===== config.mk =====
export PLATFORM = sky130hd
export DESIGN_NAME = decim_pack_ctrl
export DESIGN_NICKNAME = d
export VERILOG_FILES = /design/src/rtl/decim_pack_ctrl.sv
export SDC_FILE = /design/constraint.sdc
export NUM_CORES = 1
export LEC_CHECK = 0
export BUFFER_PORTS_ARGS = -buffer_cell sky130_fd_sc_hd__clkbuf_2
export CAP_MARGIN = 25
export CORE_ASPECT_RATIO = 0.6
export CORE_MARGIN = 1
export CORE_UTILIZATION = 52
export CTS_CLUSTER_DIAMETER = 150
export CTS_CLUSTER_SIZE = 24
export DETAILED_ROUTE_END_ITERATION = 7
export PLACE_DENSITY = 0.89
export REMOVE_ABC_BUFFERS = 1
export SLEW_MARGIN = 0
export SYNTH_ARGS = -nofsm -noshare
export SYNTH_HDL_FRONTEND = slang
export SYNTH_SLANG_ARGS = --single-unit

===== constraint.sdc =====
create_clock -name clk -period 2.2 [get_ports clk]
set_input_delay 0.66 -clock clk [delete_from_list [all_inputs] [get_ports clk]]
set_output_delay 0.66 -clock clk [all_outputs]
set_load 0.1 [all_outputs]

===== src/rtl/decim_pack_ctrl.sv =====
// Decimating sample packer: collects DECIM samples into a packing register and
// hands the packed word to an output register when downstream asks for it.
module decim_pack_ctrl #(
  parameter int WIDTH  = 8,
  parameter int DECIM  = 2,
  parameter int DROP_W = 8
) (
  input  logic                       clk,
  input  logic                       rst,
  input  logic                       i_en,
  input  logic [WIDTH-1:0]           i_din,
  input  logic                       i_load,
  output logic [WIDTH*DECIM-1:0]     o_dout,
  output logic                       o_dout_valid,
  output logic                       o_full,
  output logic [$clog2(DECIM+1)-1:0] o_count,
  output logic [DROP_W-1:0]          o_drop_cnt
);

  localparam int CW = $clog2(DECIM+1);
  localparam int PW = WIDTH*DECIM;

  typedef enum logic [1:0] {S_IDLE, S_FILL, S_FULL} state_t;

  state_t            w_state;
  logic [CW-1:0]     r_count,      w_count_nxt;
  logic [PW-1:0]     r_pack,       w_pack_nxt;
  logic [PW-1:0]     r_dout,       w_dout_nxt;
  logic              r_dout_valid, w_dout_valid_nxt;
  logic [DROP_W-1:0] r_drop,       w_drop_nxt;

  // The sample count is the state register; the named state is decoded from it.
  always_ff @(posedge clk) begin
    if (rst) begin
      r_count      <= '0;
      r_pack       <= '0;
      r_dout       <= '0;
      r_dout_valid <= 1'b0;
      r_drop       <= '0;
    end else begin
      r_count      <= w_count_nxt;
      r_pack       <= w_pack_nxt;
      r_dout       <= w_dout_nxt;
      r_dout_valid <= w_dout_valid_nxt;
      r_drop       <= w_drop_nxt;
    end
  end

  always_comb begin
    w_count_nxt      = r_count;
    w_pack_nxt       = r_pack;
    w_dout_nxt       = r_dout;
    w_dout_valid_nxt = 1'b0;
    w_drop_nxt       = r_drop;
    case (w_state)
      S_IDLE, S_FILL: begin
        if (i_en) begin
          w_pack_nxt[int'(r_count)*WIDTH +: WIDTH] = i_din;
          w_count_nxt = r_count + CW'(1);
        end else if (w_state == S_IDLE) begin
          w_pack_nxt = '0;
        end
      end
      S_FULL: begin
        if (i_load) begin
          w_dout_nxt       = r_pack;
          w_dout_valid_nxt = 1'b1;
          // A sample arriving with the transfer starts the next word, so no drop.
          w_pack_nxt = '0;
          if (i_en) begin
            w_pack_nxt[WIDTH-1:0] = i_din;
            w_count_nxt = CW'(1);
          end else begin
            w_count_nxt = '0;
          end
        end else if (i_en && (r_drop != {DROP_W{1'b1}})) begin
          w_drop_nxt = r_drop + DROP_W'(1);
        end
      end
      default: begin
        w_count_nxt = '0;
        w_pack_nxt  = '0;
      end
    endcase
  end

  always_comb begin
    if (r_count == '0)
      w_state = S_IDLE;
    else if (r_count == CW'(DECIM))
      w_state = S_FULL;
    else
      w_state = S_FILL;
    o_full       = (w_state == S_FULL);
    o_count      = r_count;
    o_dout       = r_dout;
    o_dout_valid = r_dout_valid;
    o_drop_cnt   = r_drop;
  end

endmodule

# [Word-level counts from Yosys, hierarchy flattened]
# Index checks and enable logic that the tools add are counted.
[word_totals] ff_bits=43 input_bits=12 output_inout_bits=28 word_cells=41
[op_classes] add_sub_neg=3 eq_ne=7 shift=2 n_mux=13 n_bitwise=2 n_reduce_logical=9
[op_table] operator="16-bit 2-to-1 mux" count=3
[op_table] operator="5-bit negation with 33-bit output" count=1
[op_table] operator="8-bit by 33-bit variable shift with 16-bit output, first input constant" count=1
[op_table] operator="8-bit by 33-bit indexed part select with 16-bit output" count=1
[op_table] operator="16-bit one-hot mux with 2 select lines" count=1
[op_table] operator="16-bit bitwise mux" count=1
[op_table] operator="8-bit by 1-bit adder with 8-bit output, second input constant" count=1
[op_table] operator="2-bit 2-to-1 mux" count=4
[op_table] operator="8-bit 2-to-1 mux" count=1
[op_table] operator="8-bit inequality test, second input constant" count=1
[op_table] operator="2-bit AND reduction" count=3
[op_table] operator="2-bit == test, second input constant" count=2
[op_table] operator="2-bit logical NOT" count=2
[op_table] operator="2-bit inequality test, second input constant" count=2
[op_table] operator="2-bit one-hot mux with 2 select lines" count=1
[op_table] operator="2-bit OR reduction" count=2
[op_table] operator="3-bit inequality test, second input constant" count=1
[op_table] operator="3-bit AND reduction" count=1
[op_table] operator="2-bit by 1-bit adder with 2-bit output, second input constant" count=1
[op_table] operator="2-bit by 1-bit == test with 1-bit output, second input constant" count=1
[op_table] operator="1-bit 2-to-1 mux" count=2
[op_table] operator="1-bit inverter" count=2
[op_table] operator="1-bit logical AND" count=1

# [Longest topological paths before layout]
# Gate-level depths: netlist of the first run.
[logic_depth] word_depth=7 depth_mapped=8 ltp_nobuf=6

# [Least setup slack after synthesis of the first run]
# OpenSTA, ideal clock, no wires.
[synth_path] path_type="reg2reg" start="reg r_count[1], in the netlist o_count[1]" end="reg r_pack[0]" arrival_ps=3045 required_ps=2134 setup_slack_ps=-911 path_stages_with_launch=8 period_less_slack_ps=3111 cell_sequence="dfxtp_1 > ha_1 > buf_2 > and2_1 > buf_2 > o21a_1 > a22oi_1 > nor2_1"
[synth_lines] item="start: declaration" line_no="26" text="logic [CW-1:0] r_count, w_count_nxt;"
[synth_lines] item="start signal: assignment" line_no="41" text="r_count <= w_count_nxt;"
[synth_lines] item="2-bit == test" line_no="90" text="else if (r_count == CW'(DECIM))"
[synth_lines] item="2-bit 2-to-1 mux" line_no="90"
[synth_lines] item="2-bit 2-to-1 mux (*)" line_no="88" text="if (r_count == '0)"
[synth_lines] item="2-bit == test (*)"
[synth_lines] item="named net o_full" line_no="15" text="output logic o_full,"
[synth_lines] item="2-bit inequality test (no line)"
[synth_lines] item="2-bit AND reduction (no line)"
[synth_lines] item="end signal: assignment" line_no="42" text="r_pack <= w_pack_nxt;"
[synth_lines] item="end: declaration" line_no="27" text="logic [PW-1:0] r_pack, w_pack_nxt;"
# The timed path passes the listed nets; every way through them passes the cells marked *.
# A chain may end at the register's enable or synchronous reset.

# [Final worst setup path of the first run]
[layout_path] start="reg r_count[0], in the netlist o_count[0]" end="out o_full"
[layout_between] elab_chain_len=4
[layout_rtl] item="2-bit == test" line_no="90"
[layout_rtl] item="2-bit 2-to-1 mux" line_no="90"
[layout_rtl] item="2-bit 2-to-1 mux (*)" line_no="88"
[layout_rtl] item="2-bit == test (*)" line_no="94" text="o_full = (w_state == S_FULL);"
[layout_rtl] item="end: declaration" line_no="15"
# Every way passes the cells marked *; elsewhere a longest branch is shown, timed or not.

==> results.md, run 1 <==
- The final wirelength is between 4 and 5 mm.
- A synthesized cell averages roughly 8.8 um^2.
- The full die area is roughly 0.0036 mm^2.
- The kind of critical path is reg -> out.
- The via count of the first global-routing pass is between 1000 and 1500.
- The number of setup buffers added after CTS is 0.
- Synthesis inferred 43 register bits.
- The overall fraction of global-route tracks in use is 0.253.
- For this configuration, the core starts out at a cell density of 0.577.
- Of the available clock period, the critical path in the final layout requires 0.942.
- The clock drives 43 sinks.
- Clock tree synthesis inserted a total of 5 buffers.
- The slowest stage of the critical path is the sky130_fd_sc_hd__ha_1 cell.
- The number of antenna violations at the first check in global routing is 0.
- The worst endpoint data arrival time is ~1.4 ns.
- The critical path goes through inv_1 > ha_1 > buf_12.
- The share of the yosys chip area belonging to registers is 0.491.
- The first-pass GRT wire length is approximately 6.7 mm.
- The transition time at the pin with the least slew margin is roughly 0.55 ns.
- Yosys printed 0 warnings.
- The final critical-path required period is 2.07 ns.
- Setup repair after global routing left no endpoint under its margin.
- The met3 wire length is 293 um.
- The number of DRC violations after detailed-routing iteration 0 is about 140.
- Dividing the detail-routed wire length by the instance count gives between 10 and 15 um.
- Using the TritonRoute via totals, the vias-per-cell ratio works out to 5.52.
- Counting buffers and inverters, the worst setup path is 3 cells deep.
- Timing would allow up to about 480 MHz.
- The number of nets still failing antenna checks after routing is 0.
- The first detailed-routing pass ran for 4 iterations.
- The worst slew margin relative to its limit is 0.634.
- The number of antenna diodes in the final layout is 0.
- The via count is ~1600.
- The category of cells accounting for the largest share of critical-path delay is buffers and inverters.
- The most frequently used flop master after synthesis is sky130_fd_sc_hd__dfxtp_1.
- The die span in y is 47.0 um.
- The terminus of the critical flop-to-flop path is o_drop_cnt[5]$_SDFFE_PP0P_.
- The placed instances occupy a cell area of around 0.002 mm^2.
- The post-cts gate resize count is 0.
- The category of the worst setup path capture point is an output pin.
- The cell count after synthesis is 200.
- The H-tree depth is 2.
- The met2 routed wirelength is roughly 1.9 mm.
- The highest ir drop seen on vdd is 0.433 mV.
- The max-slew violation total from the final report is 0.
- The top routing layer in use is met4.
- The beginning of the worst register-to-register path is o_count[0]$_SDFFE_PP0P_.
- The maximum fanout count along the critical path is 6.
- The required time at the endpoint of the critical path is 1.54 ns.
- The timing startpoint of the critical path is o_count[0]$_SDFFE_PP0P_.
- The synthesized design contains 0 enable-type register cells.
- Summing all non-filler instances in the final layout gives an area of 0.00213 mm^2.
- Counting flops with an async set or reset pin after synthesis yields a share of 0.
- The number of port buffers is 39.
- The largest net degree at the start of global routing is 24.
- The power per standard cell area is 772 mW/mm^2.
- The congestion estimate from routability-driven global placement came to 0.883.
- From synthesis to final layout, the design area changed by 21.8%.
- 40 I/O pins were placed.
- The detailed placement HPWL is about 2.9 mm.
- In the final design database the tool counted around 260 nets.
- The number of hold-slack violations in the final timing report is 0.
- Ranked by total cell area, the synthesized netlist is headed by sky130_fd_sc_hd__dfxtp_1 49%, sky130_fd_sc_hd__nand2_1 9.4%, sky130_fd_sc_hd__a21oi_1 7.7%.
- The clock tree skew after final layout is ~0.01 ns.
- For this run, design rule violations remaining after detail routing come to 0.
- The worst setup path is launched from a register.
- The detailed router put a total of slightly below 2 mm of wire on met1.
- The floorplan step set the die width to between 70 and 80 um.
- The fraction of layout instances using a drive strength above 1 is 0.242.
- The max-cap check violation count is 0.
- For this run the aggregate overflow at the end of global routing stands at 0.
- For this design the static power due to leakage is between 0.0008 and 0.0009 uW.
- The root buffer cell is sky130_fd_sc_hd__clkbuf_8.
- The slack of the worst reg-to-reg path is approximately 0.23 ns.
- TritonCTS built the clock tree.
- The run finished with clean final reports.
- Setup violations remaining at the end of the flow were counted as 0.
- In this run, post-CTS hold repair placed 0 buffers.
- The floorplan core area is about 0.0030 mm^2.
- The cell count of the worst reg-to-reg path is 6.
- The cell accounting for the most synthesized area is sky130_fd_sc_hd__dfxtp_1.
- The placement row count is 15.
- The number of buffers on the longest clock path is 2.
- The peak per-stage delay on the critical path is 0.38 ns.
- The share of synthesized area in the top cell type comes to 0.491.
- The clock-pin slew reported for the worst setup and hold paths after clock tree synthesis is approximately 0.080 ns.
- The count of cells along the worst hold path is 2.
- The latest clock arrival within the worst-skew pair is ~0.3 ns.
- In this run the cell area of the synthesized design comes to 0.00175 mm^2.
- The worst path buffer plus inverter count is 2.
- The worst hold path class is reg -> reg.
- The total negative slack is 0 ns.
- Following the worst setup path forward leads to its endpoint at o_full.
- The number of distinct library cell variants in the gate-level netlist after synthesis is 34.
worst min-delay path, stage by stage (launching register included):
cell and delay, ns:
sky130_fd_sc_hd__dfxtp_1 0.32, sky130_fd_sc_hd__nand2_1 0.05, sky130_fd_sc_hd__a21oi_1 0.05
routing by layer:
metal  GRT usage  vias up
met2       0.418       67
met3      0.0835       13
met5           0        -
li1            -      780
met1       0.324      719
met4      0.0846        0
power by group:
group | leakage [uW] | total [uW] | internal, uW | switching (uW)
Sequential | 0.000347 | 803 | 792 | 11.0
Combinational | 0.000448 | 213 | 67.0 | 146
Clock | 0.0000612 | 634 | 367 | 266
synthesized netlist by cell type (all sizes together) (3+ instances only):
cell and count:
clkbuf 5, nand3 10, nand2 44, nor2 17
dfxtp 43, xnor2 3, buf 4, a21oi 27
inv 5, o21ai 3, a22oi 8, ha 6
mux2i 3
state kept, by name, indices dropped and copies added (netlist names):
register and cells:
o_drop_cnt 8, o_dout_valid 1, r_pack 16, o_count 2, o_dout 16
area by class of cell:
cell class                 instances  area [um^2]
fill                             239          906
sequential                        43          861
multi-input combinational        143          830
timing repair buffer              45          255
clock buffer                       6         82.6
tap                               42         52.6
clock inverter                     2         35.0
inverter                           5         18.8
worst min-delay path by stage:
stage                                  startpoint                 endpoint  slack (ns)
after detailed placement   r_pack[2]$_SDFFE_PP0P_   o_dout[2]$_SDFFE_PP0P_        0.45
after global routing       r_pack[8]$_SDFFE_PP0P_   o_dout[8]$_SDFFE_PP0P_        0.47
after floorplan            r_pack[0]$_SDFFE_PP0P_   o_dout[0]$_SDFFE_PP0P_        0.43
after CTS                  r_pack[8]$_SDFFE_PP0P_   o_dout[8]$_SDFFE_PP0P_        0.46
after global placement    r_pack[14]$_SDFFE_PP0P_  r_pack[14]$_SDFFE_PP0P_        0.44
final                      r_pack[8]$_SDFFE_PP0P_   o_dout[8]$_SDFFE_PP0P_        0.46
logic make-up after synthesis:
kind of cell | count (synthesis) | synth area share
AND/OR/NAND/NOR | 81 | 0.210
AO/OA/AOI/OAI | 48 | 0.176
flip-flops | 43 | 0.491
buffers and inverters | 14 | 0.0364
adder cells (fa/ha/maj) | 6 | 0.0428
XOR/XNOR | 4 | 0.0200
multiplexers | 4 | 0.0236
cell usage in the layout (no fill, tap or decap), types with 2 or more instances in the layout:
cell	count
sky130_fd_sc_hd__clkbuf_8	6
sky130_fd_sc_hd__buf_4	6
sky130_fd_sc_hd__nor4b_1	2
sky130_fd_sc_hd__ha_1	6
sky130_fd_sc_hd__a21oi_1	27
sky130_fd_sc_hd__mux2i_1	3
sky130_fd_sc_hd__o21ai_0	2
sky130_fd_sc_hd__nand3_1	10
sky130_fd_sc_hd__nor2_1	17
sky130_fd_sc_hd__xnor2_1	3
sky130_fd_sc_hd__dfxtp_1	43
sky130_fd_sc_hd__o31ai_1	2
sky130_fd_sc_hd__inv_1	5
sky130_fd_sc_hd__or4_1	2
sky130_fd_sc_hd__clkbuf_2	38
sky130_fd_sc_hd__a22oi_1	8
sky130_fd_sc_hd__nand2_1	44
metrics by stage:
| stage | hold WS (ns) | total power (uW) | instances | utilization | setup WS (ns) |
|---|---|---|---|---|---|
| 6_report | 0.458 | 1650 | 286 | 0.702 | 0.127 |
| 5_1_grt | 0.474 | 1710 | 286 | 0.702 | 0.0580 |
| 3_5_place_dp | 0.448 | 1020 | 278 | 0.663 | 0.205 |
| 3_3_place_gp | 0.440 | 1020 | 278 | 0.663 | 0.291 |
| 2_1_floorplan | 0.425 | 952 | 191 | - | -1.04 |
| 4_1_cts | 0.462 | 1650 | 286 | 0.702 | 0.131 |
(Power assumes the default switching activity.)
==> run 2: changes to the inputs <==
--- a/config.mk
+++ b/config.mk
@@ -7,13 +7,15 @@
 export LEC_CHECK = 0
 export BUFFER_PORTS_ARGS = -buffer_cell sky130_fd_sc_hd__clkbuf_2
 export CAP_MARGIN = 25
+export CELL_PAD_IN_SITES_DETAIL_PLACEMENT = 0
+export CELL_PAD_IN_SITES_GLOBAL_PLACEMENT = 1
 export CORE_ASPECT_RATIO = 0.6
 export CORE_MARGIN = 1
-export CORE_UTILIZATION = 52
+export CORE_UTILIZATION = 39
 export CTS_CLUSTER_DIAMETER = 150
 export CTS_CLUSTER_SIZE = 24
 export DETAILED_ROUTE_END_ITERATION = 7
-export PLACE_DENSITY = 0.89
+export PLACE_DENSITY = 0.9
 export REMOVE_ABC_BUFFERS = 1
 export SLEW_MARGIN = 0
 export SYNTH_ARGS = -nofsm -noshare
==> results.md, run 2 (same netlist as run 1, synthesis figures left out) <==
- The leakage power figure came to 0.000868 uW (+1.4%).
- The number of sinks handled by clock tree synthesis is 43 (unchanged).
- The full die area came to 0.00478 mm^2 (+32%).
- Following the worst setup path forward leads to its endpoint at o_full.
- The critical path in this run is classified as reg -> out.
- The overall fraction of global-route tracks in use was 0.189 (-0.0648).
- The number of hold-slack violations in the final timing report is 0 (unchanged).
- The number of antenna violations at the first check in global routing was 0 (unchanged).
- The met2 routed wirelength is 1.51 mm (-20%).
- The die outline width was 88.6 um (+15%).
- The per-cell routed wire length is 13.0 um (-13%).
- The power per standard cell area is 797 mW/mm^2 (+3.1%).
- The timing startpoint of the critical path is o_count[0]$_SDFFE_PP0P_.
- The slack of the worst reg-to-reg path is 0.25 ns (+0.02 ns).
- The routed length on met1 is 2.19 mm (+10%).
- The latest clock arrival within the worst-skew pair is 0.29 ns (about the same).
- The weighted congestion reported at the end of routability-driven placement is 0.853 (-3.4%).
- The placement row count is 18 (+3).
- The first-pass iteration count of the detailed router is 4 (unchanged).
- The worst hold path class is reg -> reg.
- The highest ir drop seen on vdd is 0.290 mV (-33%).
- The antenna diode count is 0 (unchanged).
- The library cells used most frequently in the layout, excluding fill and tap cells, are 44 x sky130_fd_sc_hd__nand2_1, 42 x sky130_fd_sc_hd__dfxtp_1, 38 x sky130_fd_sc_hd__clkbuf_2.
- The met3 wire length is 196 um (-33%).
- The number of buffers on the longest clock path is 2 (unchanged).
- The initial cell density of the core came to 0.416 (-0.160).
- The worst slew margin relative to its limit is 0.639 (+0.00537).
- The highest attainable clock frequency is 486 MHz (+0.84%).
- The final critical-path share of the clock period is 0.934 (-0.00783).
- The final cell count without fillers was 305 (+6.6%).
- The category of the worst setup path capture point is an output pin.
- The top routing layer in use is met4.
- The tree is rooted in a sky130_fd_sc_hd__clkbuf_8.
- The die span in y was 53.9 um (+15%).
- The cell count of the worst reg-to-reg path came to 6 (unchanged).
- The clock buffer count from CTS is 5 (unchanged).
- The detailed-route DRC error count is 0 (unchanged).
- The max-slew violation total from the final report is 0 (unchanged).
- The clock tree skew after final layout came to 0.00488 ns (-0.00486 ns).
- The H-tree depth is 2 (unchanged).
- The largest net degree at the start of global routing is 20 (-17%).
- The first-pass GRT wire length was 6.47 mm (-4.2%).
- The final wirelength is 3.95 mm (-6.8%).
- The CTS tree is yes.
- The number of setup buffers added after CTS is 0 (unchanged).
- Leaving out fill and tap cells, the most frequent cell in the layout is sky130_fd_sc_hd__nand2_1.
- The instance count after placement with tap cells included is 297 (+6.8%).
- Setup repair after global routing left no endpoint under its margin.
- The number of nets still failing antenna checks after routing is 0 (unchanged).
- The count of nets after finishing is 262 (+0.38%).
- The floorplan core area is 0.00421 mm^2 (+39%).
- The final setup violation count was 0 (unchanged).
- The sort of element at the start of the critical path is a register.
- The pre-CTS worst setup slack is 0.172 ns (-0.0330 ns).
- The number of port buffers is 39 (unchanged).
- The worst endpoint data arrival time is 1.40 ns (about the same).
- The run finished with clean final reports.
- The detailed placement HPWL came to 2.91 mm (+0.29%).
- The clock-pin slew reported for the worst setup and hold paths after clock tree synthesis is 0.08 ns (about the same).
- The maximum fanout count along the critical path was 6 (unchanged).
- The final critical-path required period came to 2.06 ns (-0.0172 ns).
- The number of DRC violations after detailed-routing iteration 0 is 54 (-61%).
- The I/O pin count was 40 (unchanged).
- The startpoint identified for the worst register-to-register timing path is o_count[0]$_SDFFE_PP0P_.
- The via count came to 1512 (-4.2%).
- The fraction of layout instances using a drive strength above 1 is 0.249 (+0.00718).
- From synthesis to final layout, the design area changed by 24.8%.
- The total grt overflow is 0 (unchanged).
- The average vias per placed instance is 4.96 (-10%).
- The final worst slack is 0.144 ns (+0.0172 ns).
- The transition time at the pin with the least slew margin came to 0.544 ns (-0.00808 ns).
- The terminus of the critical flop-to-flop path is o_drop_cnt[5]$_SDFFE_PP0P_.
- The required time at the endpoint of the critical path was 1.54 ns (about the same).
- The via count of the first global-routing pass is 1304 (-8.1%).
- The max-cap check violation count was 0 (unchanged).
## run 2: layout make-up
cell class                 count  area, um^2
clock buffer                   6        72.6
timing repair buffer          46         263
fill                         412        2020
sequential                    43         862
inverter                       5        18.8
tap                           60        75.1
clock inverter                 2        60.1
multi-input combinational    143         836
## run 2: per-layer routing
metal	up-vias	global-route usage
li1	783	-
met1	683	0.277
met2	39	0.249
met3	7	0.0521
met4	0	0.0914
met5	-	0
## run 2: worst min path at each step
stage,slack [ns],start,endpoint,depth (start not counted)
floorplan,0.43,r_pack[0]$_SDFFE_PP0P_,o_dout[0]$_SDFFE_PP0P_,2
global placement,0.44,r_pack[15]$_SDFFE_PP0P_,r_pack[15]$_SDFFE_PP0P_,2
detailed placement,0.45,r_pack[5]$_SDFFE_PP0P_,o_dout[5]$_SDFFE_PP0P_,2
CTS,0.46,o_dout[9]$_SDFFE_PP0P_,o_dout[9]$_SDFFE_PP0P_,2
global route,0.47,o_dout[9]$_SDFFE_PP0P_,o_dout[9]$_SDFFE_PP0P_,2
finish,0.46,o_dout[11]$_SDFFE_PP0P_,o_dout[11]$_SDFFE_PP0P_,2
## run 2: metrics by stage
stage          power, uW  area [um^2]  setup TNS [ns]   util  hold WS (ns)
2_1_floorplan        952         1710          -38.53      -         0.425
3_3_place_gp        1030         2050               0  0.486         0.442
3_5_place_dp        1030         2050               0  0.486         0.446
4_1_cts             1750         2180               0  0.517         0.458
5_1_grt             1820         2190               0  0.519         0.474
6_report            1740         2190               0  0.519         0.455
## run 2: where the power goes
group	leakage (uW)	switching [uW]	internal (uW)
Combinational	0.000455	144	70.2
Clock	0.0000654	271	454
Sequential	0.000347	11.2	792
Total	0.000868	426	1320
## run 2: worst max-delay path, cell delays in order, from the launching register on
cell	delay, ns
sky130_fd_sc_hd__dfxtp_2	0.36
sky130_fd_sc_hd__inv_1	0.14
sky130_fd_sc_hd__ha_1	0.37
sky130_fd_sc_hd__buf_12	0.22
## run 2: what timing repair did
item,CTS,global route
endpoints found under the setup margin,0,8
resized for setup,0,3
hold buffers,0,0
==> run 3: changes to the inputs <==
--- a/config.mk
+++ b/config.mk
@@ -11,11 +11,11 @@
 export CELL_PAD_IN_SITES_GLOBAL_PLACEMENT = 1
 export CORE_ASPECT_RATIO = 0.6
 export CORE_MARGIN = 1
-export CORE_UTILIZATION = 39
+export CORE_UTILIZATION = 35
 export CTS_CLUSTER_DIAMETER = 150
 export CTS_CLUSTER_SIZE = 24
 export DETAILED_ROUTE_END_ITERATION = 7
-export PLACE_DENSITY = 0.9
+export PLACE_DENSITY = 0.86
 export REMOVE_ABC_BUFFERS = 1
 export SLEW_MARGIN = 0
 export SYNTH_ARGS = -nofsm -noshare
==> constraint.sdc (replaced) <==
create_clock -name clk -period 1.85 [get_ports clk]
set_input_delay 0.555 -clock clk [delete_from_list [all_inputs] [get_ports clk]]
set_output_delay 0.555 -clock clk [all_outputs]
set_load 0.1 [all_outputs]
==> results.md, run 3 (same netlist as run 1, synthesis figures left out) <==
- The leakage power figure is 0.000861 uW (-0.77%).
- Leaving out fill and tap cells, the most frequent cells in the layout are 44 x sky130_fd_sc_hd__nand2_1, 43 x sky130_fd_sc_hd__dfxtp_1, 35 x sky130_fd_sc_hd__clkbuf_2.
- The transition time at the pin with the least slew margin is 0.543 ns (-0.000589 ns).
- The final-layout worst hold slack is 0.456 ns (+0.000426 ns).
- The power per standard cell area is 827 mW/mm^2 (+3.8%).
- The clock buffer count from CTS is 5 (unchanged).
- The I/O pin count came to 40 (unchanged).
- Setup repair after global routing left no endpoint under its margin.
- The overall power after layout is 1810 uW (+3.7%).
- The number of DRC violations after detailed-routing iteration 0 came to 51 (-5.6%).
- The pre-CTS worst setup slack is 0.0327 ns (-0.139 ns).
- The final worst slack is 0.0676 ns (-0.0767 ns).
- The library cell used most frequently in the layout, excluding fill and tap cells, is sky130_fd_sc_hd__nand2_1.
- The first-pass GRT wire length is 6.34 mm (-1.9%).
- The number of port buffers is 39 (unchanged).
- The detailed placement HPWL is 2.82 mm (-3.1%).
- The post-cts gate resize count is 2 (+2).
- The average vias per placed instance is 4.84 (-2.4%).
- The die outline width is 93.4 um (+5.4%).
- The worst hold path class is reg -> reg.
- The clock tree skew after final layout came to 0.00610 ns (+0.00123 ns).
- The number of hold-repair buffers added at the cts stage is 0 (unchanged).
- The CTS tree is yes.
- The largest net degree at the start of global routing is 29 (+45%).
- The latest clock arrival within the worst-skew pair is 0.30 ns (about the same).
- The kind of critical path is reg -> out.
- The number of nets still failing antenna checks after routing is 0 (unchanged).
- The antenna diode count was 0 (unchanged).
- The max-slew violation total from the final report is 0 (unchanged).
- The clock-pin slew reported for the worst setup and hold paths after clock tree synthesis is 0.08 ns (about the same).
- The area added between synthesis and finish is 24.6%.
- The number of buffers on the longest clock path is 2 (unchanged).
- The first-pass iteration count of the detailed router is 4 (unchanged).
- The floorplan core area is 0.00468 mm^2 (+11%).
- The fraction of layout instances using a drive strength above 1 is 0.262 (+0.0131).
- The fill cell total of the finished layout is 490 (+19%).
- The flow ran to the end, and the final reports show no timing, DRC or antenna violations.
- The highest ir drop seen on vdd was 0.315 mV (+8.8%).
- The number of hold-slack violations in the final timing report is 0 (unchanged).
- The full die area is 0.00531 mm^2 (+11%).
- The final wirelength is 3.90 mm (-1.3%).
- The area of the multi-input gates is 848 um^2 (+1.5%).
- The per-cell routed wire length is 12.6 um (-3.2%).
- The worst setup path is launched from a register.
- The post-route core utilization was 0.466 (-0.0528).
- The worst path in the final design needs a cycle of approximately 1.8 ns, including I/O delays and setup.
- The sequential cell area is 861 um^2 (-0.15%).
- The overall fraction of global-route tracks in use was 0.160 (-0.0290).
- The die span in y is 56.8 um (+5.4%).
- The initial cell density of the core is 0.374 (-0.0419).
- The required time at the endpoint of the critical path is 1.29 ns (-0.25 ns).
- The max-cap check violation count is 0 (unchanged).
- The number of antenna violations at the first check in global routing was 0 (unchanged).
- Derived from the worst setup path, the maximum achievable clock frequency is roughly 560 MHz.
- The weighted congestion reported at the end of routability-driven placement is 0.768 (-10%).
- The via count is 1504 (-0.53%).
- The count of nets after finishing is 265 (+1.1%).
- The category of the worst setup path capture point is an output pin.
- The placement row count is 19 (+1).
- The number of sinks handled by clock tree synthesis is 43 (unchanged).
- The via count of the first global-routing pass is 1277 (-2.1%).
- The maximum fanout count along the critical path is 8 (+2).
- The worst endpoint data arrival time was 1.23 ns (-0.17 ns).
- Dividing the final minimum period by the clock period gives 0.963.
- The detailed-route DRC error count is 0 (unchanged).
- The worst slew margin relative to its limit is 0.639 (about the same).
- The final setup violation count was 0 (unchanged).
- CTS placed an instance of sky130_fd_sc_hd__clkbuf_8 at the clock tree root.
- The H-tree depth is 2 (unchanged).
- The number of setup buffers added after CTS came to 0 (unchanged).
- The total grt overflow is 0 (unchanged).
-- run 3: cell types whose count changed in the layout (fill, tap and decap cells not counted), sizes merged --
| cell | previous run | this run |
|---|---|---|
| buf | 8 | 14 |
| clkbuf | 44 | 41 |
| bufinv | 2 | 0 |
| clkinv | 0 | 1 |
| clkinvlp | 0 | 1 |
-- run 3: path summary, 6_finish.rpt --
kind | from | end | slack (ns) | cells after the start
worst min-delay path | o_dout[7]$_SDFFE_PP0P_ | o_dout[7]$_SDFFE_PP0P_ | 0.46 | 2
worst max-delay path | o_count[1]$_SDFFE_PP0P_ | o_full | 0.07 | 3
worst max register to register | o_drop_cnt[0]$_SDFFE_PP0P_ | o_drop_cnt[5]$_SDFFE_PP0P_ | 0.11 | 5
worst min register to register | o_dout[7]$_SDFFE_PP0P_ | o_dout[7]$_SDFFE_PP0P_ | 0.46 | 2
-- run 3: metrics by stage --
stage / area, um^2 / cells / TNS (ns)
2_1_floorplan: 1710 / 191 / -53.83
3_3_place_gp: 2080 / 303 / 0
3_5_place_dp: 2080 / 303 / 0
4_1_cts: 2180 / 311 / 0
5_1_grt: 2180 / 311 / 0
6_report: 2180 / 311 / 0
-- run 3: layer usage --
layer / up-vias / track usage / share of wire
met3: 7 / 0.0583 / 0.059
met4: 0 / 0.0659 / 0.011
met1: 677 / 0.227 / 0.54
li1: 782 / - / -
met5: - / 0 / 0
met2: 38 / 0.213 / 0.39
-- run 3: where the power goes --
part           switching (uW)  internal (uW)  leakage (uW)  total (uW)
combinational             175           93.0      0.000472         268
clock                     323            264     0.0000412         587
sequential               10.3            941      0.000347         952
total                     509           1300      0.000861        1810
-- run 3: final cells by class --
cell class | instances | area share
sequential | 43 | 0.394
multi-input combinational | 143 | 0.388
timing repair buffer | 49 | 0.134
tap | 63 | 0.0361
clock buffer | 6 | 0.0332
inverter | 5 | 0.00859
clock inverter | 2 | 0.00573
-- run 3: worst max-delay path, stage by stage (launching register included) --
cell and delay, ns:
sky130_fd_sc_hd__dfxtp_1 0.42, sky130_fd_sc_hd__ha_4 0.21, sky130_fd_sc_hd__buf_4 0.14, sky130_fd_sc_hd__buf_12 0.16
